File: config.mk
export PLATFORM = sky130hd
export DESIGN_NAME = axi4s_frame_decoder
export DESIGN_NICKNAME = d
export VERILOG_FILES = /design/src/rtl/axi4s_frame_decoder.sv
export SDC_FILE = /design/constraint.sdc
export NUM_CORES = 1
export LEC_CHECK = 0
export ABC_AREA = 1
export CORE_UTILIZATION = 45
export CTS_CLUSTER_DIAMETER = 200
export DETAILED_ROUTE_END_ITERATION = 12
export PLACE_DENSITY = 0.66
export SETUP_SLACK_MARGIN = 0.3
export SLEW_MARGIN = 15
export SYNTH_ARGS = -nofsm -noshare
export SYNTH_HDL_FRONTEND = slang
export SYNTH_SLANG_ARGS = --single-unit
File: constraint.sdc
create_clock -name aclk -period 3.7 [get_ports aclk]
set_clock_uncertainty 0.15 [all_clocks]
set_input_delay 0.555 -clock aclk [delete_from_list [all_inputs] [get_ports aclk]]
set_output_delay 0.555 -clock aclk [all_outputs]
set_load 0.03 [all_outputs]
File: src/rtl/axi4s_frame_decoder.sv
// Receive-path frame decoder: hunts START, strips escapes, drops STOP, optionally
// checks a trailing CRC-8, enforces MAX_LEN and reports per-frame status on tuser.
module axi4s_frame_decoder #(
  parameter logic [7:0]  ESCAPE_BYTE = 8'h7F,
  parameter logic [7:0]  START_BYTE  = 8'h7D,
  parameter logic [7:0]  STOP_BYTE   = 8'h7E,
  parameter int unsigned MAX_LEN     = 256,
  parameter bit          CRC_EN      = 1'b1,
  parameter logic [7:0]  CRC_POLY    = 8'h07
) (
  input  logic        aclk,
  input  logic        areset,
  input  logic        target_tvalid,
  output logic        target_tready,
  input  logic [7:0]  target_tdata,
  output logic        initiator_tvalid,
  input  logic        initiator_tready,
  output logic [7:0]  initiator_tdata,
  output logic        initiator_tlast,
  output logic [1:0]  initiator_tuser,
  output logic [15:0] frames_ok,
  output logic [15:0] frames_err
);

  localparam logic [1:0] S_HUNT = 2'd0;
  localparam logic [1:0] S_DATA = 2'd1;
  localparam logic [1:0] S_ESC  = 2'd2;

  // The CRC byte must stay held back so it never reaches the output.
  localparam logic [1:0] DEPTH = CRC_EN ? 2'd2 : 2'd1;

  function automatic logic [7:0] crc8_next(input logic [7:0] crc, input logic [7:0] b);
    logic [7:0] c;
    c = crc ^ b;
    for (int unsigned i = 0; i < 8; i++)
      c = c[7] ? ((c << 1) ^ CRC_POLY) : (c << 1);
    return c;
  endfunction

  logic [1:0]  state_q, state_d;
  logic [7:0]  hold0_q, hold0_d, hold1_q, hold1_d;
  logic [1:0]  cnt_q, cnt_d;
  logic [7:0]  crc_q, crc_d;
  logic [16:0] len_q, len_d;
  logic        emitted_q, emitted_d;

  logic        accept, push, close, abort, fresh;
  logic        beat, beat_last;
  logic [7:0]  beat_data;
  logic [1:0]  beat_user;
  logic        inc_ok, inc_err;

  assign target_tready = !initiator_tvalid || initiator_tready;
  assign accept        = target_tvalid && target_tready;

  always_comb begin
    state_d   = state_q;
    hold0_d   = hold0_q;
    hold1_d   = hold1_q;
    cnt_d     = cnt_q;
    crc_d     = crc_q;
    len_d     = len_q;
    emitted_d = emitted_q;
    push      = 1'b0;
    close     = 1'b0;
    abort     = 1'b0;
    fresh     = 1'b0;
    beat      = 1'b0;
    beat_last = 1'b0;
    beat_data = hold0_q;
    beat_user = 2'b00;
    inc_ok    = 1'b0;
    inc_err   = 1'b0;

    if (accept) begin
      case (state_q)
        S_HUNT: if (target_tdata == START_BYTE) begin
          state_d = S_DATA;
          fresh   = 1'b1;
        end
        S_DATA: begin
          if (target_tdata == ESCAPE_BYTE) begin
            state_d = S_ESC;
          end else if (target_tdata == START_BYTE) begin
            abort = 1'b1;
            fresh = 1'b1;
          end else if (target_tdata == STOP_BYTE) begin
            close   = 1'b1;
            state_d = S_HUNT;
          end else begin
            push = 1'b1;
          end
        end
        S_ESC: begin
          push    = 1'b1;
          state_d = S_DATA;
        end
        default: state_d = S_HUNT;
      endcase
    end

    // Overflow is detected before the byte is stored, so the abort beat
    // carries the oldest byte already held, not the overflowing one.
    if (push) begin
      if (len_q + 17'd1 > 17'(MAX_LEN)) begin
        abort   = 1'b1;
        state_d = S_HUNT;
      end else begin
        crc_d = crc8_next(crc_q, target_tdata);
        len_d = len_q + 17'd1;
        if (cnt_q == DEPTH) begin
          beat      = 1'b1;
          emitted_d = 1'b1;
          if (DEPTH == 2'd2) begin
            hold0_d = hold1_q;
            hold1_d = target_tdata;
          end else begin
            hold0_d = target_tdata;
          end
        end else begin
          if (cnt_q == 2'd0) hold0_d = target_tdata;
          else               hold1_d = target_tdata;
          cnt_d = cnt_q + 2'd1;
        end
      end
    end

    if (abort) begin
      inc_err = 1'b1;
      if (emitted_q) begin
        beat      = 1'b1;
        beat_last = 1'b1;
        beat_user = 2'b10;
      end
    end

    if (close) begin
      if (CRC_EN) begin
        if (len_q >= 17'd2) begin
          beat      = 1'b1;
          beat_last = 1'b1;
          beat_user = {1'b0, crc_q != 8'h00};
          inc_ok    = (crc_q == 8'h00);
          inc_err   = (crc_q != 8'h00);
        end else begin
          inc_err = 1'b1;
        end
      end else if (len_q >= 17'd1) begin
        beat      = 1'b1;
        beat_last = 1'b1;
        inc_ok    = 1'b1;
      end
    end

    if (fresh || close || abort) begin
      cnt_d     = 2'd0;
      crc_d     = 8'h00;
      len_d     = '0;
      emitted_d = 1'b0;
    end
  end

  always_ff @(posedge aclk or posedge areset) begin
    if (areset) begin
      state_q   <= S_HUNT;
      hold0_q   <= '0;
      hold1_q   <= '0;
      cnt_q     <= '0;
      crc_q     <= '0;
      len_q     <= '0;
      emitted_q <= 1'b0;
    end else begin
      state_q   <= state_d;
      hold0_q   <= hold0_d;
      hold1_q   <= hold1_d;
      cnt_q     <= cnt_d;
      crc_q     <= crc_d;
      len_q     <= len_d;
      emitted_q <= emitted_d;
    end
  end

  always_ff @(posedge aclk or posedge areset) begin
    if (areset) begin
      initiator_tvalid <= 1'b0;
      initiator_tdata  <= '0;
      initiator_tlast  <= 1'b0;
      initiator_tuser  <= '0;
    end else if (beat) begin
      initiator_tvalid <= 1'b1;
      initiator_tdata  <= beat_data;
      initiator_tlast  <= beat_last;
      initiator_tuser  <= beat_user;
    end else if (initiator_tready) begin
      initiator_tvalid <= 1'b0;
    end
  end

  always_ff @(posedge aclk or posedge areset) begin
    if (areset) begin
      frames_ok  <= '0;
      frames_err <= '0;
    end else begin
      if (inc_ok && frames_ok != '1)   frames_ok  <= frames_ok + 16'd1;
      if (inc_err && frames_err != '1) frames_err <= frames_err + 16'd1;
    end
  end

endmodule

Word-level counts from Yosys, hierarchy flattened
Index checks and enable logic that the tools add are counted.
- register bits: 90
- input bits: 12
- output and inout port bits: 45
- logic and storage cells: 134
- add/subtract/negate cells: 4
- $lt $le $gt $ge: 2
- equal/unequal tests: 11
- mux-type cells: 74
- bitwise gates (word level): 10
- reductions and logical operators: 20
- operators by type and width (operator ; count):
    2-to-1 mux 8 bit ; 7
    2-to-1 mux 17 bit ; 3
    2-to-1 mux 1 bit ; 38
    adder 16 x 1 -> 16 bit, second input constant ; 2
    != test 16 bit, second input constant ; 2
    2-to-1 mux 2 bit ; 15
    == test 8 x 7 -> 1 bit, second input constant ; 3
    2-to-1 mux 3 bit ; 8
    inverter 3 bit ; 8
    adder 17 x 1 -> 17 bit, second input constant ; 1
    >= comparator 17 x 2 -> 1 bit, second input constant ; 1
    > comparator 17 x 9 -> 1 bit, second input constant ; 1
    AND reduction 3 bit ; 4
    logical NOT 8 bit ; 1
    nonzero test 2 bit ; 4
    nonzero test 8 bit ; 1
    bitwise XOR 8 bit ; 1
    one-hot mux 2 bit (3 select lines) ; 1
    == test 2 bit, second input constant ; 2
    logical NOT 2 bit ; 2
    != test 2 x 1 -> 1 bit, second input constant ; 2
    one-hot mux 1 bit (2 select lines) ; 2
    logical AND 1 bit ; 3
    logical OR 1 bit ; 3
    6 further kinds ; 6

Logic depth before layout (Yosys ltp)
- depth after elaboration: 20
- gate-level depth with buffers: 17
- gate-level depth less buffers: 16

Worst setup path after synthesis
OpenSTA, ideal clock, no wires.
- path type: input to register
- start: input initiator_tready
- end: register hold1_q[6]
- setup time: 117 ps
- arrival time: 2199 ps
- slack: 1234 ps
- stages: 12
- buffers on the path: 2
- cells stage by stage: inv_1 nand2_1 nand2_1 inv_1 nand2_1 a21oi_1 nand3_4 or2_1 buf_6 buf_6 nand2_2 o21ai_2
- cells in the longest elaborated chain, start to end: 4
- ends and longest elaborated chain (item ; line ; text):
    from (decl) ; 17 ; input logic initiator_tready,
    logical OR 1 bit ; 53 ; assign target_tready = !initiator_tvalid || initiator_tready;
    named net target_tready ; 14 ; output logic target_tready,
    logical AND 1 bit ; 54 ; assign accept = target_tvalid && target_tready;
    2-to-1 mux 1 bit ; 75 ; if (accept) begin
    AND reduction 3 bit (no source line) ; - ;
    to (signal assigned) ; 175 ; hold1_q <= hold1_d;
    to (decl) ; 41 ; logic [7:0] hold0_q, hold0_d, hold1_q, hold1_d;
The timed path passes the listed nets, and every way through them passes these cells.
A chain may end at the register's enable or synchronous reset.

Final worst setup path
- start: input target_tdata[5]
- end: register frames_err[11]
- cells in the longest elaborated chain, start to end: 10
- ends and longest elaborated chain (item ; line ; text):
    from (decl) ; 15 ; input logic [7:0] target_tdata,
    == test 8 x 7 -> 1 bit (on tied branches) ; 87, 84 ;
    2-to-1 mux 1 bit (on tied branches) ; 87, 84 ;
    2-to-1 mux 1 bit (on tied branches) ; 84, 82 ;
    2-to-1 mux 1 bit (on tied branches) ; 82, 76 ;
    one-hot mux 1 bit (2 select lines) or 2-to-1 mux 1 bit (tied branches) ; 76, 75 ;
    2-to-1 mux 1 bit (on tied branches) ; 75, 105 ;
    2-to-1 mux 1 bit ; 104 ; if (push) begin
    2-to-1 mux 1 bit ; 128 ; if (abort) begin
    2-to-1 mux 1 bit * ; 137 ; if (close) begin
    logical AND 1 bit * ; 205 ; if (inc_err && frames_err != '1) frames_err <= frames_err + 16'd1;
    to (signal assigned) ; 205 ;
    to (decl) ; 22 ; output logic [15:0] frames_err
Every way passes the cells marked *; elsewhere a longest branch is shown, timed or not.

==> summary.txt <==
Logic synthesis
  – Commonest cells in the netlist: nand2_1 (216), dfrtp_1 (90), inv_1 (68)
  – EDFF count, synth: 0
  – Mapped Cells: around 670
  – Ys Warns: 0
  – Count leader, synth: nand2_1
  – #FFs+latches synth: 90
  – Synth Flop Type: dfrtp_1
  – Syn Area/Cell: around 7.7 um^2
  – Fraction of registers with async set/reset: 100%
  – Area contributors post-synth: dfrtp_1 (43%), nand2_1 (16%), xor2_1 (5.2%)
  – Post-synth top area share: about 43%
  – Sequential fraction of the synthesis area: between 40% and 50%
  – Mapped cell area: ~5200 um^2
  – Post-synth net total: slightly below 700
  – Leading area contributor after synthesis: dfrtp_1
  – Number of distinct library cells after synthesis: 36

Timing
  – Worst-margin pin slew: about 570 ps
  – Final setup fails: 0
  – Setup TNS: 0 ps
  – Final hold violation count: 0
  – Fin crit period: roughly 2900 ps
  – Unrepaired setup endpoints after global routing: no
  – Slew Limit Fails: 0
  – Tcrit/Tclk final: 78.8%
  – Normalized max-slew margin: slightly above 60%
  – Fmax: around 340 MHz

Floorplanning
  – Die span in y: ~110 um
  – Starting density of the core: 47.0%
  – I/O pin count: between 50 and 60
  – Width of the die: ~110 um
  – Die ar.: between 10000 and 15000 um^2
  – Row cnt: 38
  – CORE AREA: approximately 11000 um^2

Setup path
  – Worst Path Max Fanout: 12
  – R2R setup slack: 790 ps
  – Reg-to-Reg Start: len_q[1]$_DFFE_PP0P_
  – Crit path top cell by count: nand2_1
  – Critical Path Start: target_tdata[5]
  – CP Cell Sequence: clkdlybuf4s50_1 -> inv_1 -> nor3_1 -> nand4_1 -> nor3_1 -> nand2_1 -> inv_1 -> nand2_1 -> nand2_1 -> inv_1 -> nand2_1 -> inv_2 -> nand2_1 -> nand2_1
  – Critical Path RT: 3780 ps
  – CP max-delay cell: clkdlybuf4s50_1
  – Worst Path Class, Setup: in2reg
  – Crit path DAT: 3000 ps
  – CP Capture Type: flip-flop
  – Crit path launch type: primary input
  – Buf/Inv on CP: 5
  – CP top delay family: simple AND/OR/NAND/NOR gates
  – Worst stage delay on the critical path: 500 ps

CTS
  – Hold buffers post-CTS: 0
  – Root Buffer Master: clkbuf_16
  – Worst-skew pair later-pin latency: roughly 350 ps
  – Clk sinks: 90
  – Quantity of gates resized following cts: 0
  – CTS tree: done
  – H-tree levels: 3
  – # Post-CTS Setup Buffers: 0
  – CTS clk-pin slew, worst paths: 60 ps
  – CTS max path bufs: 2
  – Number of CTS-inserted buffers: 9

Place
  – Area after DPL: 5910 um^2
  – Final Wtd Congestion: 0.864
  – Post-DP HPWL: approximately 8400 um
  – Port-buffer cells: 56

Routing
  – Routed len/inst: approximately 13 um
  – Drt via density: roughly 5.1
  – DR pass1 iterations: 5
  – Wirelength, routed: about 11000 um
  – # DRC: 0
  – 1st-iter DRT viols: about 240
  – DRT antenna net count: 0
  – Via count: 4453

Global routing
  – Tot GR Track Use: 20.5%
  – Initial antenna violation count: 0
  – Grt ovf: 0
  – Number of global-route vias before repair: just over 4000
  – Maximum number of pins on one net before global-route repair: 35
  – First-pass GRT wire length: slightly below 20000 um

Run status
  – Status: complete, no violations

Finish
  – Share of post-route cells with drive strength above 1: under 10%
  – Design area: 6210 um^2
  – Fin nets: approximately 760
  – P&R area growth vs syn: 19.8%
  – ANT cells: 0

Power
  – LEAKAGE: roughly 3 nW
  – VDD IR max: ~0.37 mV
  – Pwr per Cell Area: 454 nW/um^2

Hold path
  – Min-delay src: hold1_q[5]$_DFFE_PP0P_
  – Hold WC Path Type: reg2reg

Run
  – Max cap viols: 0
[stage by stage]
stage | utilization, % | power [mW] | cells | setup slack (ps) | hold slack, ps
2_1_floorplan | - | 1.71 | 672 | 660 | 292
3_3_place_gp | 53.5 | 1.89 | 862 | 540 | 309
3_5_place_dp | 53.5 | 1.90 | 862 | 400 | 313
4_1_cts | 56.3 | 2.85 | 878 | 749 | 330
5_1_grt | 56.3 | 2.99 | 878 | 416 | 346
6_report | 56.3 | 2.82 | 878 | 783 | 327
[report_power, final]
group | switching, mW | internal, mW
clock network | 0.382 | 0.545
registers | 0.119 | 1.09
logic | 0.418 | 0.259
total | 0.919 | 1.90
[tightest hold or removal path: stages, from the launching register on]
cell	delay [ps]
dfrtp_1	340
nand2_1	60
o21ai_2	50
[cells by family (layout without fill, tap and decap cells)]
group,count (synthesis),count (layout),share of synthesized area [%]
and+or+nand+nor,367,367,30.9
DFF,90,90,43.4
buffers and inverters,86,152,6.81
AOI/OAI and AO/OA,65,65,7.14
xor gates and xnor gates,52,52,8.79
adders and majority gates,12,12,2.90
[per-layer routing]
metal,up-vias,share of wire [%],global-route usage (%)
met4,0,1.1,5.14
met1,2103,49,27.2
met2,71,47,33.5
met3,9,3.3,4.98
li1,2270,-,-
met5,-,0,0
[sequential cells by signal, indices dropped and copies added, names as in the netlist]
name              count
len_q                17
initiator_tlast       1
crc_q                 8
initiator_tvalid      1
cnt_q                 2
initiator_tuser       2
frames_ok            16
hold1_q               8
initiator_tdata       8
frames_err           16
state_q               2
emitted_q             1
beat_data             8
[worst paths after layout]
| kind | depth (start not counted) | end |
|---|---|---|
| setup / recovery | 14 | frames_err[11]$_DFFE_PP0P_ |
| hold / removal | 2 | hold1_q[5]$_DFFE_PP0P_ |
| setup reg to reg | 14 | frames_err[11]$_DFFE_PP0P_ |
| hold reg to reg | 2 | hold1_q[5]$_DFFE_PP0P_ |
| max in group asynchronous | 3 | crc_q[4]$_DFFE_PP0P_ |
| min in group asynchronous | 2 | frames_ok[5]$_DFFE_PP0P_ |
[cell usage in the layout (no fill, tap or decap), types with 2 or more instances in the layout]
master	Yosys	layout
nand2_1	216	216
dfrtp_1	90	90
inv_1	68	67
nor2_1	60	60
clkdlybuf4s50_1	0	56
o21ai_0	37	37
xor2_1	31	31
nand3_1	29	29
nand4_1	25	25
xnor2_1	21	21
a21oi_1	13	13
ha_1	12	12
nor3_1	10	10
buf_4	1	10
clkbuf_16	0	9
o21ai_2	8	8
nor4_1	8	8
nand2_2	4	4
nor2_2	3	3
a22oi_1	2	2
nor2_4	2	2
nand3_2	2	2
o21ai_1	2	2
or2_2	2	2
clkinvlp_4	0	2
[final cells by class]
type | count | area, um^2
inverters | 70 | 264
flip-flops and latches | 90 | 2250
repair buffers | 66 | 636
clock inverters | 5 | 62.6
multi-input cells | 496 | 2580
well taps | 140 | 175
fillers | 1059 | 4820
clock buffers | 11 | 243
Note: power is estimated with default switching activity, not from simulation.
==> RTL change 1 (same flow settings) <==
Change the parameter `START_BYTE` from 8'h7D to 8'h3E.
--- a/src/rtl/axi4s_frame_decoder.sv
+++ b/src/rtl/axi4s_frame_decoder.sv
@@ -2,7 +2,7 @@
 // checks a trailing CRC-8, enforces MAX_LEN and reports per-frame status on tuser.
 module axi4s_frame_decoder #(
   parameter logic [7:0]  ESCAPE_BYTE = 8'h7F,
-  parameter logic [7:0]  START_BYTE  = 8'h7D,
+  parameter logic [7:0]  START_BYTE  = 8'h3E,
   parameter logic [7:0]  STOP_BYTE   = 8'h7E,
   parameter int unsigned MAX_LEN     = 256,
   parameter bit          CRC_EN      = 1'b1,
Behaviour: not the same (a bounded check fails within 4 cycles, from zero or initial values and one cycle with areset high).
==> RTL change 1 against the unedited design <==
Power fell by 11%; sequential share of layout area shrank 0.15 points; final area up 0.40%; wire length grew 3.8%; via count decreased by 1.3%; synthesized area up 0.46%; count of clock-buffer cells in the layout shrank 1; worst setup slack lost 0.0097 ns; sequential cell count stayed put; largest cell class unchanged; highest routed layer unchanged.
==> RTL change 1: results <==
run_status:
  status: "finished, final reports clean"
critical_path:
  cpMaxStageDelayCell: "dfrtp_1"
  arrival_ns: 3.01
  slowest_delay_ns: 0.45
  r2r_setup_slack_ns: 0.77
  crit_fanout: 13
logic_synthesis:
  synth_xor_area_frac: 0.0925
  synth.distinct_cells: 35
  ys_top_cells_by_area: "dfrtp_1 (43%), nand2_1 (16%), xor2_1 (4.9%), inv_1 (4.7%), xnor2_1 (4.4%)"
  synthAdderAreaFrac: 0.0288
  synthTopCellsByCount: "nand2_1 (216), dfrtp_1 (90), inv_1 (65), nor2_1 (60), xor2_1 (29)"
  synthesis.nets: 695
  synth_compound_area_frac: 0.0750
final_layout:
  num-multi-input-gates: 497
  seq_area_frac: 0.361
  buffer_area_frac: 0.0991
  clk_share: 0.0526
  fin_nets: 750
  multiInputGateArea_um2: 2610
  nNonClkBuffers: 62
  clockBufferCount: 10
  drive_above_1_share: 0.0684
min_path:
  hold_end: "initiator_tdata[6]"
  min_from: "beat_data[6]"
routing:
  wire_per_inst_um: 13.3
  vias: 4397
  first_iter_violations: 244
power:
  power_w: 0.00250
  pg_seq_w: 0.00109
  ir_worst_vdd_mv: 0.329
grt:
  use_met1: 0.278
  use_met3: 0.0462
  grtUsageTotal: 0.214
  first_global_vias: 4153
  grt_pass1_wl_mm: 19.8
  grt_max_degree: 40
sta:
  worst_pin_slew_ns: 0.802
placement:
  gp_congestion: 0.889
  dp_hpwl_mm: 8.32
## RTL change 1: changes by cell type after synthesis, sizes merged, moves of 2 or more
cell | before | now
a21oi | 14 | 12
nand3 | 32 | 29
xnor2 | 21 | 26
o21ai | 47 | 45
xor2 | 31 | 29
nor4 | 8 | 4
buf | 12 | 14
inv | 69 | 65
or2 | 3 | 5
nand3b | 0 | 2
nor2 | 65 | 67
## RTL change 1: kinds of logic after synthesis
group / after synthesis
DFF: 90
xor gates and xnor gates: 55
buffers and inverters: 84
and+or+nand+nor: 368
adders and majority gates: 12
AOI/OAI and AO/OA: 62
## RTL change 1: metrics by stage
stage / utilization / cells / instance area (um2) / hold slack (ns) / setup WS, ns
finish: 0.563 / 871 / 6240 / 0.333 / 0.774
floorplan: - / 671 / 5210 / 0.292 / 0.660
CTS: 0.563 / 871 / 6240 / 0.338 / 0.797
detailed placement: 0.533 / 855 / 5910 / 0.316 / 0.596
global route: 0.563 / 871 / 6240 / 0.352 / 0.457
global placement: 0.533 / 855 / 5910 / 0.311 / 0.683
## RTL change 1: worst max path at each step
stage / from / end / slack (ns)
2_1_floorplan: areset / beat_data[0] / 0.66
3_5_place_dp: target_tdata[6] / frames_ok[14] / 0.60
3_3_place_gp: target_tdata[3] / initiator_tdata[3] / 0.68
4_1_cts: len_q[1] / initiator_tdata[5] / 0.80
6_report: len_q[1] / initiator_tdata[5] / 0.77
5_1_grt: len_q[1] / beat_data[1] / 0.46
## RTL change 1: metal layers
layer | vias to the layer above | wire, um
met3 | 12 | 452
met4 | 0 | 150
met1 | 2050 | 5390
met2 | 87 | 5630
li1 | 2248 | -
met5 | - | 0
==> RTL change 2 (same settings) <==
Made on the original files. Put one more register stage on the output `frames_err`, cleared by the reset. The value now appears one clock later. The other outputs are not delayed to match.
--- a/src/rtl/axi4s_frame_decoder.sv
+++ b/src/rtl/axi4s_frame_decoder.sv
@@ -29,6 +29,8 @@
   // The CRC byte must stay held back so it never reaches the output.
   localparam logic [1:0] DEPTH = CRC_EN ? 2'd2 : 2'd1;
 
+  logic [15:0] frames_err_s0;
+
   function automatic logic [7:0] crc8_next(input logic [7:0] crc, input logic [7:0] b);
     logic [7:0] c;
     c = crc ^ b;
@@ -199,10 +201,18 @@
   always_ff @(posedge aclk or posedge areset) begin
     if (areset) begin
       frames_ok  <= '0;
+      frames_err_s0 <= '0;
+    end else begin
+      if (inc_ok && frames_ok != '1)   frames_ok  <= frames_ok + 16'd1;
+      if (inc_err && frames_err_s0 != '1) frames_err_s0 <= frames_err_s0 + 16'd1;
+    end
+  end
+
+  always_ff @(posedge aclk or posedge areset) begin
+    if (areset) begin
       frames_err <= '0;
     end else begin
-      if (inc_ok && frames_ok != '1)   frames_ok  <= frames_ok + 16'd1;
-      if (inc_err && frames_err != '1) frames_err <= frames_err + 16'd1;
+      frames_err <= frames_err_s0;
     end
   end
 
Behaviour: not the same (a bounded check fails within 4 cycles, from zero or initial values and one cycle with areset high).
==> RTL change 2 against the unedited design <==
Final area is 8.9% higher; die area is 10% higher; register-to-register slack worse by 0.11 ns; global-route usage is 0.24 points lower; power is 13% higher; wire length is 8.0% higher; critical path depth is 1 higher; worst setup slack worse by 0.10 ns; first-iteration DRC count is 23% higher; synthesized area is 10% higher; sequential cell count is 16 higher; fmax is 3.4% lower; critical endpoint is now hold1_q[5]; largest cell class unchanged.
==> RTL change 2: results <==
final_layout:
  antennaDiodeCount: 0
  drive_above_1_share: 0.0648
  fillers: 1142
  top_register: "len_q"
  final_cells: 924
  fin_nets: 775
  largest_reg_flops: 17
grt:
  grt_max_degree: 54
  grtUsageTotal: 0.202
  antenna_found_initial: 0
  grt_pass1_wl_mm: 21.1
  first_global_vias: 4483
placement:
  dp.cells: 908
  gp_congestion: 0.827
  port_buffers: 56
  placed_area_um2: 6450
  dp_slack_ns: 0.476
  dp_hpwl_mm: 8.97
logic_synthesis:
  synth_flop_cell: "dfrtp_1"
  ys_top_cells_by_area: "dfrtp_1 (46%), nand2_1 (13%), inv_1 (4.7%), nand3_1 (4.4%), xor2_1 (4.1%)"
  yosysWarnings: 0
  yosysSeqAreaShare: 0.464
  postSynth.asyncResetShare: 1.00
  synth.distinct_cells: 39
  synthTopCellsByCount: "nand2_1 (195), dfrtp_1 (106), inv_1 (71), nand3_1 (50), nor2_1 (50)"
  synthCells: 694
  synth_compound_area_frac: 0.0760
  synthMuxAreaShare: 0
  synth_xor_area_frac: 0.0751
  synthAdderAreaFrac: 0.0263
  synthesis.nets: 718
cts:
  cts_buffer_depth: 2
  cts_root_buffer: "clkbuf_16"
  numCtsBuffers: 9
  postCtsSetupRepairBufs: 0
  path_clk_slew_ns: 0.07
  ctsResizeCount: 0
  clk_latency_ns: 0.35
critical_path:
  rr_endpoint: "hold1_q[5]"
  r2r_start: "len_q[1]"
  slowest_delay_ns: 0.47
  crit_family: "simple AND/OR/NAND/NOR gates"
  crit_fanout: 39
  r2r_cells: 15
  arrival_ns: 3.10
  cpMaxStageDelayCell: "dfrtp_1"
min_path:
  hp-class: "reg -> reg"
  min_from: "frames_err_s0[1]"
  min_delay_path_depth: 0
  hold_end: "frames_err[1]"
routing:
  routed_wl_mm: 12.1
  vias: 4697
  first_iter_violations: 293
  drt_pass1_iterations: 5
power:
  p_leak_nw: 3.21
  ir_worst_vdd_mv: 0.324
  p_int_w: 0.00218
sta:
  worst_pin_slew_ns: 0.757
  whs_ns: 0.271
run_status:
  status: "finished, final reports clean"
[RTL change 2: changes by cell type after synthesis, moves of 4 or more]
cell      before  now
xor2_1        31   27
dfrtp_1       90  106
nand3_1       29   50
nand2_1      216  195
buf_2          9    5
o21a_1         0    8
o211ai_1       0    8
o21ai_0       37   23
o21ai_2        8    0
nor2_1        60   50
[RTL change 2: power groups by stage]
stage	logic [W]	registers, W	clock network (W)
final	0.000773	0.00144	0.000980
after global routing	0.000886	0.00146	0.00106
after CTS	0.000782	0.00144	0.00101
after detailed placement	0.000777	0.00146	0
after global placement	0.000760	0.00146	0
after floorplan	0.000611	0.00144	0
[RTL change 2: cell families (layout without fill, tap and decap cells)]
| group | after synthesis | after routing |
|---|---|---|
| buf+inv | 92 | 154 |
| flops | 106 | 106 |
| simple gates | 367 | 367 |
| fa+ha+maj | 12 | 12 |
| compound gates | 68 | 68 |
| xor+xnor | 49 | 49 |
[RTL change 2: worst max-delay path by stage]
stage	startpoint	end	slack (ns)	depth (start not counted)
floorplan	initiator_tready	frames_ok[12]	1.39	11
global placement	target_tdata[6]	hold1_q[4]	0.56	12
detailed placement	target_tdata[3]	hold1_q[2]	0.48	13
CTS	len_q[1]	hold1_q[2]	0.66	15
global route	len_q[1]	hold1_q[3]	0.33	15
finish	len_q[1]	hold1_q[5]	0.68	15
[RTL change 2: final cells by class]
cell class	count	area, um2	area share
well taps	168	210	0.0311
multi-input cells	496	2670	0.395
clock buffers	10	239	0.0353
clock inverters	6	72.6	0.0107
inverters	74	284	0.0420
flip-flops and latches	106	2650	0.392
repair buffers	64	633	0.0936
[RTL change 2: metal layers]
metal	vias up	GRT usage	wire [um]
met5	-	0	0
met4	0	0.0623	216
met3	18	0.0424	425
met2	73	0.323	5690
met1	2241	0.278	5750
li1	2365	-	-
